==> src/rtl/prewitt_stream_filter.sv <==
`timescale 1ns/1ps
`default_nettype none
// ============================================================================
//  Module      : prewitt_stream_filter
//  Description : Streaming 3x3 Prewitt edge detector for raster-order pixels.
//                Two line buffers hold the previous rows. The mode is latched
//                per frame and selects |Gx|, |Gy|, |Gx|+|Gy| or max(|Gx|,|Gy|).
//                valid/ready handshakes are used on both the input and output.
//  Revision    : 1.0  initial release
// ============================================================================
module prewitt_stream_filter #(
    parameter int PIX_W = 8,
    parameter int COLS  = 247,
    parameter int ROWS  = 242
) (
    input  logic             clk,
    input  logic             rst_n,
    input  logic [1:0]       mode,
    input  logic             in_valid,
    output logic             in_ready,
    input  logic [PIX_W-1:0] in_pixel,
    output logic             out_valid,
    input  logic             out_ready,
    output logic [PIX_W-1:0] out_pixel,
    output logic             out_last,
    output logic             busy
);

    localparam int COL_W = $clog2(COLS);
    localparam int ROW_W = $clog2(ROWS);
    localparam int SW    = PIX_W + 2;   // unsigned sum of three pixels
    localparam int GW    = PIX_W + 3;   // signed gradient / magnitude width

    localparam logic [1:0] c_S_IDLE  = 2'd0;
    localparam logic [1:0] c_S_FILL  = 2'd1;
    localparam logic [1:0] c_S_RUN   = 2'd2;
    localparam logic [1:0] c_S_FLUSH = 2'd3;

    localparam logic [1:0] c_MODE_GX  = 2'd0;
    localparam logic [1:0] c_MODE_GY  = 2'd1;
    localparam logic [1:0] c_MODE_SUM = 2'd2;

    localparam logic [COL_W-1:0] c_COL_LAST = COL_W'(COLS - 1);
    localparam logic [ROW_W-1:0] c_ROW_LAST = ROW_W'(ROWS - 1);
    localparam logic [COL_W-1:0] c_COL_ONE  = COL_W'(1);
    localparam logic [ROW_W-1:0] c_ROW_ONE  = ROW_W'(1);

    // Control state
    logic [1:0]       r_state;
    logic [1:0]       r_mode;
    logic [COL_W-1:0] r_in_col;
    logic [ROW_W-1:0] r_in_row;
    logic [COL_W-1:0] r_cen_col;
    logic [ROW_W-1:0] r_cen_row;

    // Line buffers: r_lb_a holds the row above the incoming pixel, r_lb_b the row above that
    logic [PIX_W-1:0] r_lb_a [COLS];
    logic [PIX_W-1:0] r_lb_b [COLS];

    // Window columns: l = two columns back, c = one column back (top/middle/bottom)
    logic [PIX_W-1:0] r_l_t, r_l_m, r_l_b;
    logic [PIX_W-1:0] r_c_t, r_c_m, r_c_b;
    logic [PIX_W-1:0] w_n_t, w_n_m, w_n_b;

    // Output register
    logic             r_out_valid;
    logic [PIX_W-1:0] r_out_pixel;
    logic             r_out_last;

    // Handshake and datapath wires
    logic             w_out_free;
    logic             w_in_beat;
    logic             w_in_last;
    logic             w_fill_done;
    logic             w_load;
    logic             w_border;
    logic             w_cen_last;
    logic [SW-1:0]    w_sum_left, w_sum_right, w_sum_top, w_sum_bot;
    logic signed [GW-1:0] w_gx, w_gy;
    logic [GW-1:0]    w_abs_gx, w_abs_gy, w_mag;
    logic [PIX_W-1:0] w_sat, w_result;

    assign w_out_free  = !r_out_valid || out_ready;
    assign in_ready    = (r_state != c_S_FLUSH) && w_out_free;
    assign w_in_beat   = in_valid && in_ready;
    assign w_in_last   = (r_in_row == c_ROW_LAST) && (r_in_col == c_COL_LAST);
    // Input index COLS is row 1, col 0: the window pipeline is primed after it
    assign w_fill_done = (r_in_row == c_ROW_ONE) && (r_in_col == '0);

    // Newest window column: two rows from the line buffers plus the live pixel
    assign w_n_t = r_lb_b[r_in_col];
    assign w_n_m = r_lb_a[r_in_col];
    assign w_n_b = in_pixel;

    assign w_sum_left  = {2'b00, r_l_t} + {2'b00, r_l_m} + {2'b00, r_l_b};
    assign w_sum_right = {2'b00, w_n_t} + {2'b00, w_n_m} + {2'b00, w_n_b};
    assign w_sum_top   = {2'b00, r_l_t} + {2'b00, r_c_t} + {2'b00, w_n_t};
    assign w_sum_bot   = {2'b00, r_l_b} + {2'b00, r_c_b} + {2'b00, w_n_b};

    assign w_gx = $signed({1'b0, w_sum_left}) - $signed({1'b0, w_sum_right});
    assign w_gy = $signed({1'b0, w_sum_top})  - $signed({1'b0, w_sum_bot});

    // Magnitude selection; |Gx|+|Gy| peaks at 6*(2^PIX_W-1) which still fits GW bits
    always_comb begin
        w_abs_gx = w_gx[GW-1] ? $unsigned(-w_gx) : $unsigned(w_gx);
        w_abs_gy = w_gy[GW-1] ? $unsigned(-w_gy) : $unsigned(w_gy);
        case (r_mode)
            c_MODE_GX:  w_mag = w_abs_gx;
            c_MODE_GY:  w_mag = w_abs_gy;
            c_MODE_SUM: w_mag = w_abs_gx + w_abs_gy;
            default:    w_mag = (w_abs_gx >= w_abs_gy) ? w_abs_gx : w_abs_gy;
        endcase
        w_sat = (|w_mag[GW-1:PIX_W]) ? {PIX_W{1'b1}} : w_mag[PIX_W-1:0];
    end

    // Border centres carry stale or wrapped columns/rows, so they are forced to zero
    assign w_border   = (r_cen_row == '0) || (r_cen_row == c_ROW_LAST) ||
                        (r_cen_col == '0) || (r_cen_col == c_COL_LAST);
    assign w_cen_last = (r_cen_row == c_ROW_LAST) && (r_cen_col == c_COL_LAST);
    assign w_result   = w_border ? '0 : w_sat;

    // In RUN every accepted pixel yields one result; in FLUSH results drain as the sink frees up
    assign w_load = ((r_state == c_S_RUN) && w_in_beat) ||
                    ((r_state == c_S_FLUSH) && w_out_free && !(r_out_valid && r_out_last));

    // Line buffers shift down one row per accepted pixel (no reset: written before use)
    always_ff @(posedge clk) begin
        if (w_in_beat) begin
            r_lb_a[r_in_col] <= in_pixel;
            r_lb_b[r_in_col] <= r_lb_a[r_in_col];
        end
    end

    // Frame FSM, mode latch, input position counters and window column shift
    always_ff @(posedge clk or negedge rst_n) begin
        if (!rst_n) begin
            r_state  <= c_S_IDLE;
            r_mode   <= 2'd0;
            r_in_col <= '0;
            r_in_row <= '0;
            r_l_t    <= '0;
            r_l_m    <= '0;
            r_l_b    <= '0;
            r_c_t    <= '0;
            r_c_m    <= '0;
            r_c_b    <= '0;
        end else begin
            if (w_in_beat) begin
                r_l_t <= r_c_t;
                r_l_m <= r_c_m;
                r_l_b <= r_c_b;
                r_c_t <= w_n_t;
                r_c_m <= w_n_m;
                r_c_b <= w_n_b;
                if (r_in_col == c_COL_LAST) begin
                    r_in_col <= '0;
                    r_in_row <= (r_in_row == c_ROW_LAST) ? '0 : r_in_row + c_ROW_ONE;
                end else begin
                    r_in_col <= r_in_col + c_COL_ONE;
                end
            end
            case (r_state)
                c_S_IDLE: begin
                    if (w_in_beat) begin
                        r_mode  <= mode;
                        r_state <= c_S_FILL;
                    end
                end
                c_S_FILL: begin
                    if (w_in_beat && w_fill_done) begin
                        r_state <= c_S_RUN;
                    end
                end
                c_S_RUN: begin
                    if (w_in_beat && w_in_last) begin
                        r_state <= c_S_FLUSH;
                    end
                end
                default: begin
                    if (r_out_valid && r_out_last && out_ready) begin
                        r_state <= c_S_IDLE;
                    end
                end
            endcase
        end
    end

    // Single output register plus the raster position of the centre it will carry next
    always_ff @(posedge clk or negedge rst_n) begin
        if (!rst_n) begin
            r_out_valid <= 1'b0;
            r_out_pixel <= '0;
            r_out_last  <= 1'b0;
            r_cen_col   <= '0;
            r_cen_row   <= '0;
        end else if (w_load) begin
            r_out_valid <= 1'b1;
            r_out_pixel <= w_result;
            r_out_last  <= w_cen_last;
            if (r_cen_col == c_COL_LAST) begin
                r_cen_col <= '0;
                r_cen_row <= (r_cen_row == c_ROW_LAST) ? '0 : r_cen_row + c_ROW_ONE;
            end else begin
                r_cen_col <= r_cen_col + c_COL_ONE;
            end
        end else if (out_ready) begin
            r_out_valid <= 1'b0;
            r_out_last  <= 1'b0;
        end
    end

    assign out_valid = r_out_valid;
    assign out_pixel = r_out_pixel;
    assign out_last  = r_out_last;
    assign busy      = (r_state != c_S_IDLE) || r_out_valid;

endmodule
`default_nettype wire

==> config.mk <==
export PLATFORM = sky130hd
export DESIGN_NAME = prewitt_stream_filter
export DESIGN_NICKNAME = d
export VERILOG_FILES = /design/src/rtl/prewitt_stream_filter.sv
export SDC_FILE = /design/constraint.sdc
export NUM_CORES = 2
export LEC_CHECK = 0
export CORE_MARGIN = 1
export CORE_UTILIZATION = 55
export CTS_BUF_LIST = sky130_fd_sc_hd__clkbuf_16
export CTS_CLUSTER_DIAMETER = 100
export DETAILED_ROUTE_END_ITERATION = 8
export GPL_TIMING_DRIVEN = 0
export PLACE_DENSITY_LB_ADDON = 0.15
export SLEW_MARGIN = 10
export SYNTH_ARGS = -nofsm -noshare
export SYNTH_HDL_FRONTEND = slang
export SYNTH_SLANG_ARGS = --single-unit
==> constraint.sdc <==
create_clock -name clk -period 13.4 [get_ports clk]
set_input_delay 4.02 -clock clk [delete_from_list [all_inputs] [get_ports clk]]
set_output_delay 4.02 -clock clk [all_outputs]
set_load 0.05 [all_outputs]
==> out/metrics.csv <==
stage;metric;value;unit
grt;Overflow after GRT;0;
grt;first-pass GRT wire length;830300;um
final_layout;share of layout cells above drive strength 1;0.3332;
outcome;status;complete, but fails checks;
critical_path;Worst Path Max Fanout;81;
grt;GRT met2 Usage;0.6101;
final_layout;multi-input logic area;37860;um2
yosys;cell taking the most area after synthesis;edfxtp_1;
yosys;post-synthesis cell area;159500;um2
grt;busiest layer in global routing;met2;
worst_hold_path;Worst Hold Path EP;r_l_m[6]$_DFFE_PN0P_;
grt;met3 global-route usage;0.2165;
floorplanning;standard-cell rows;197;
grt;GRT Resource Usage Total;0.4505;
route;wire length per cell;54.58;um
critical_path;CP Launch Type;register;
floorplanning;I/O pin total;26;
yosys;synth cell count leaders;edfxtp_1 (3952), mux4_2 (1232), nor2_1 (305);
place;Place WS;-0.1973;ns
clock_tree;CTS sink count;4046;
clock_tree;Clock Latency Late Sink;1.02;ns
sta;Worst Skew;0.07500;ns
route;DR iter-0 viols;18720;
yosys;EDFF count, synth;3952;
yosys;Unique masters post-synth;76;
clock_tree;CTS tree;done;
clock_tree;Max clock buf depth;4;
final_layout;register area;121000;um2
grt;vias in the first global route;82270;
yosys;Seq/Total Area, Yosys;0.7588;
yosys;ys async rst share;0.02323;
yosys;top cell type's share of synthesized area;0.7441;
route;DRT Wirelength;652100;um
final_layout;filler instances;18640;
final_layout;P&R area growth vs syn;16.93;%
route;Detail Route Antenna Nets;0;
yosys;main area contributors after synthesis;edfxtp_1 (74%), mux4_2 (17%), dfrtp_1 (1.5%);
worst_hold_path;WHS Path Cells;2;
worst_hold_path;Worst Hold Launch;r_c_m[6]$_DFFE_PN0P_;
route;average vias per placed instance;7.525;
sta;relative slew slack;-0.01423;
floorplanning;core area;288100;um2
grt;met1 usage;0.5733;
clock_tree;Clk pin slew, worst setup/hold paths;0.06;ns
sta;Worst Max-Slew Pin Slew;1.521;ns
final_layout;Core Util, Final;0.6472;
worst_hold_path;worst hold path type;reg2reg;
critical_path;Required @ worst endpoint;14.21;ns
yosys;Post-Syn Nets;7197;
clock_tree;CTS Hold Bufs;0;
yosys;Synth Warn #;0;
clock_tree;H-tree depth;5;
outcome;failing checks;capacitance limit, slew limit, setup timing;
critical_path;CP max stage cell;buf_2;
sta;Slew Viols, Final;11;
sta;RSZ-0062 raised after global routing;false;
place;IO Port Bufs;25;
yosys;ys flop type;edfxtp_1;
critical_path;RR Endpoint;out_pixel[7]$_DFFE_PN0P_;
route;detailed-route via count;89920;
grt;initial antenna violation count;57;
yosys;top-count cell post-synth;edfxtp_1;
final_layout;layout net count;7923;
critical_path;Worst R2R Path Depth;32;
grt;largest net degree at the start of global routing;161;
sta;Final setup violation count;8;
critical_path;Crit Path Class;reg2reg;
sta;fmax;73.90;MHz
floorplanning;die footprint;292200;um2
sta;crit share post-route;1.010;
critical_path;CP arrival;14.34;ns
route;Residual DRC;0;
critical_path;Worst path max stage delay;1.07;ns
place;GPL Wtd Cong;1.048;
yosys;Mapped Avg Cell Area;22.60;um2
floorplanning;overall die height;540.5;um
route;drt pass-1 iters;9;
final_layout;Largest regs;r_lb_a (1976), r_lb_b (1976);
yosys;Synth Instances;7057;
critical_path;Worst Setup SP;r_in_col[2]$_DFFE_PN0P_;
run;Max-cap violations;1;
critical_path;R2R Setup Slk;-0.13;ns
floorplanning;initial core utilization;0.5535;
sta;Min Clock Period, post-route;13.53;ns
sta;Hold Vio Cnt, Final;0;
yosys;Yosys reg bits;4046;
critical_path;Crit path top cell by count;buf_2;
clock_tree;CTS Root Cell;clkbuf_16;
critical_path;RR Startpoint;r_in_col[2]$_DFFE_PN0P_;
floorplanning;Die W;540.5;um
place;post-detail-place hpwl;439500;um
critical_path;critical path endpoint category;register;
sta;Final WS setup;-0.1326;ns
clock_tree;CTS Buf Count;404;
[cell type report]
type                            instances  area share
Multi-Input combinational cell       2510      0.2030
Timing Repair Buffer                  320     0.03620
Buffer                                361     0.01289
Tap cell                             3781     0.02537
Sequential cell                      4046      0.6489
Clock buffer                          410     0.05501
Antenna cell                           55   0.0007380
Clock inverter                        326     0.01495
Inverter                              140    0.002865
[how the worst max path moves through the flow]
| stage | end | slack, ns | depth (start not counted) |
|---|---|---|---|
| 5_1_grt | out_pixel[6]$_DFFE_PN0P_ | 0.04 | 35 |
| 3_3_place_gp | out_pixel[6]$_DFFE_PN0P_ | -11.54 | 28 |
| 4_1_cts | out_pixel[6]$_DFFE_PN0P_ | 0.28 | 29 |
| 2_1_floorplan | out_pixel[6]$_DFFE_PN0P_ | -0.64 | 29 |
| 3_5_place_dp | out_pixel[6]$_DFFE_PN0P_ | -0.20 | 28 |
| 6_report | out_pixel[7]$_DFFE_PN0P_ | -0.13 | 32 |
[through the flow]
step	area, um2	hold WS (ns)	std cells	setup TNS, ns
after floorplan	159900	0.4348	7057	-5.104
after global placement	164900	0.4562	10860	-3983.77
after detailed placement	173300	0.4496	11160	-1.124
after CTS	186300	0.4674	11890	0
after global routing	186400	0.5047	11910	0
final	186500	0.4720	11950	-1.001
[cell families (layout without fill, tap and decap cells)]
group                      count (synthesis)  in the layout  synth area share
adders and majority gates                126            126           0.01294
muxes                                   1296           1296            0.1781
buffers and inverters                    501           1557           0.01578
xor gates and xnor gates                  36             36          0.002063
other                                      0             55                 0
and+or+nand+nor                          731            731           0.01951
AOI/OAI and AO/OA                        321            321           0.01282
DFF                                     4046           4046            0.7588
[layer usage]
| layer | vias up | routed length, um |
|---|---|---|
| li1 | 31250 | - |
| met1 | 47890 | 214400 |
| met2 | 9008 | 270300 |
| met3 | 1731 | 111700 |
| met4 | 44 | 55340 |
| met5 | - | 363 |
[critical path: cells and delay by family (launching register included)]
family                     cells  cell delay [ns]
buffers and inverters         10             5.22
AOI/OAI and AO/OA             11             3.06
adders and majority gates      5             1.90
and+or+nand+nor                4             1.60
muxes                          1             0.51
xor gates and xnor gates       1             0.37
DFF                            1             0.31
[repair_timing]
action,4_1_cts,5_1_grt
setup buffers,0,0
setup endpoints to repair,8,8
pin swaps,0,0
hold endpoints to repair,0,0
gates resized for setup,2,4
[cells in the final DEF, fill, tap and decap left out, types with 64 or more instances in the layout]
master,synthesis,routed
buf_12,0,87
buf_16,0,157
buf_2,86,107
clkbuf_16,0,410
clkbuf_2,0,92
clkinv_1,1,101
clkinv_2,0,64
dfrtp_1,94,94
edfxtp_1,3952,3952
fa_1,65,65
inv_1,133,214
mux4_2,1232,1231
nand2_1,261,258
nor2_4,0,211
o21ai_0,85,83
Power is left out: the tool's default activity adds up to more than one toggle a clock period on the data nets, which glitch-free logic cannot reach.
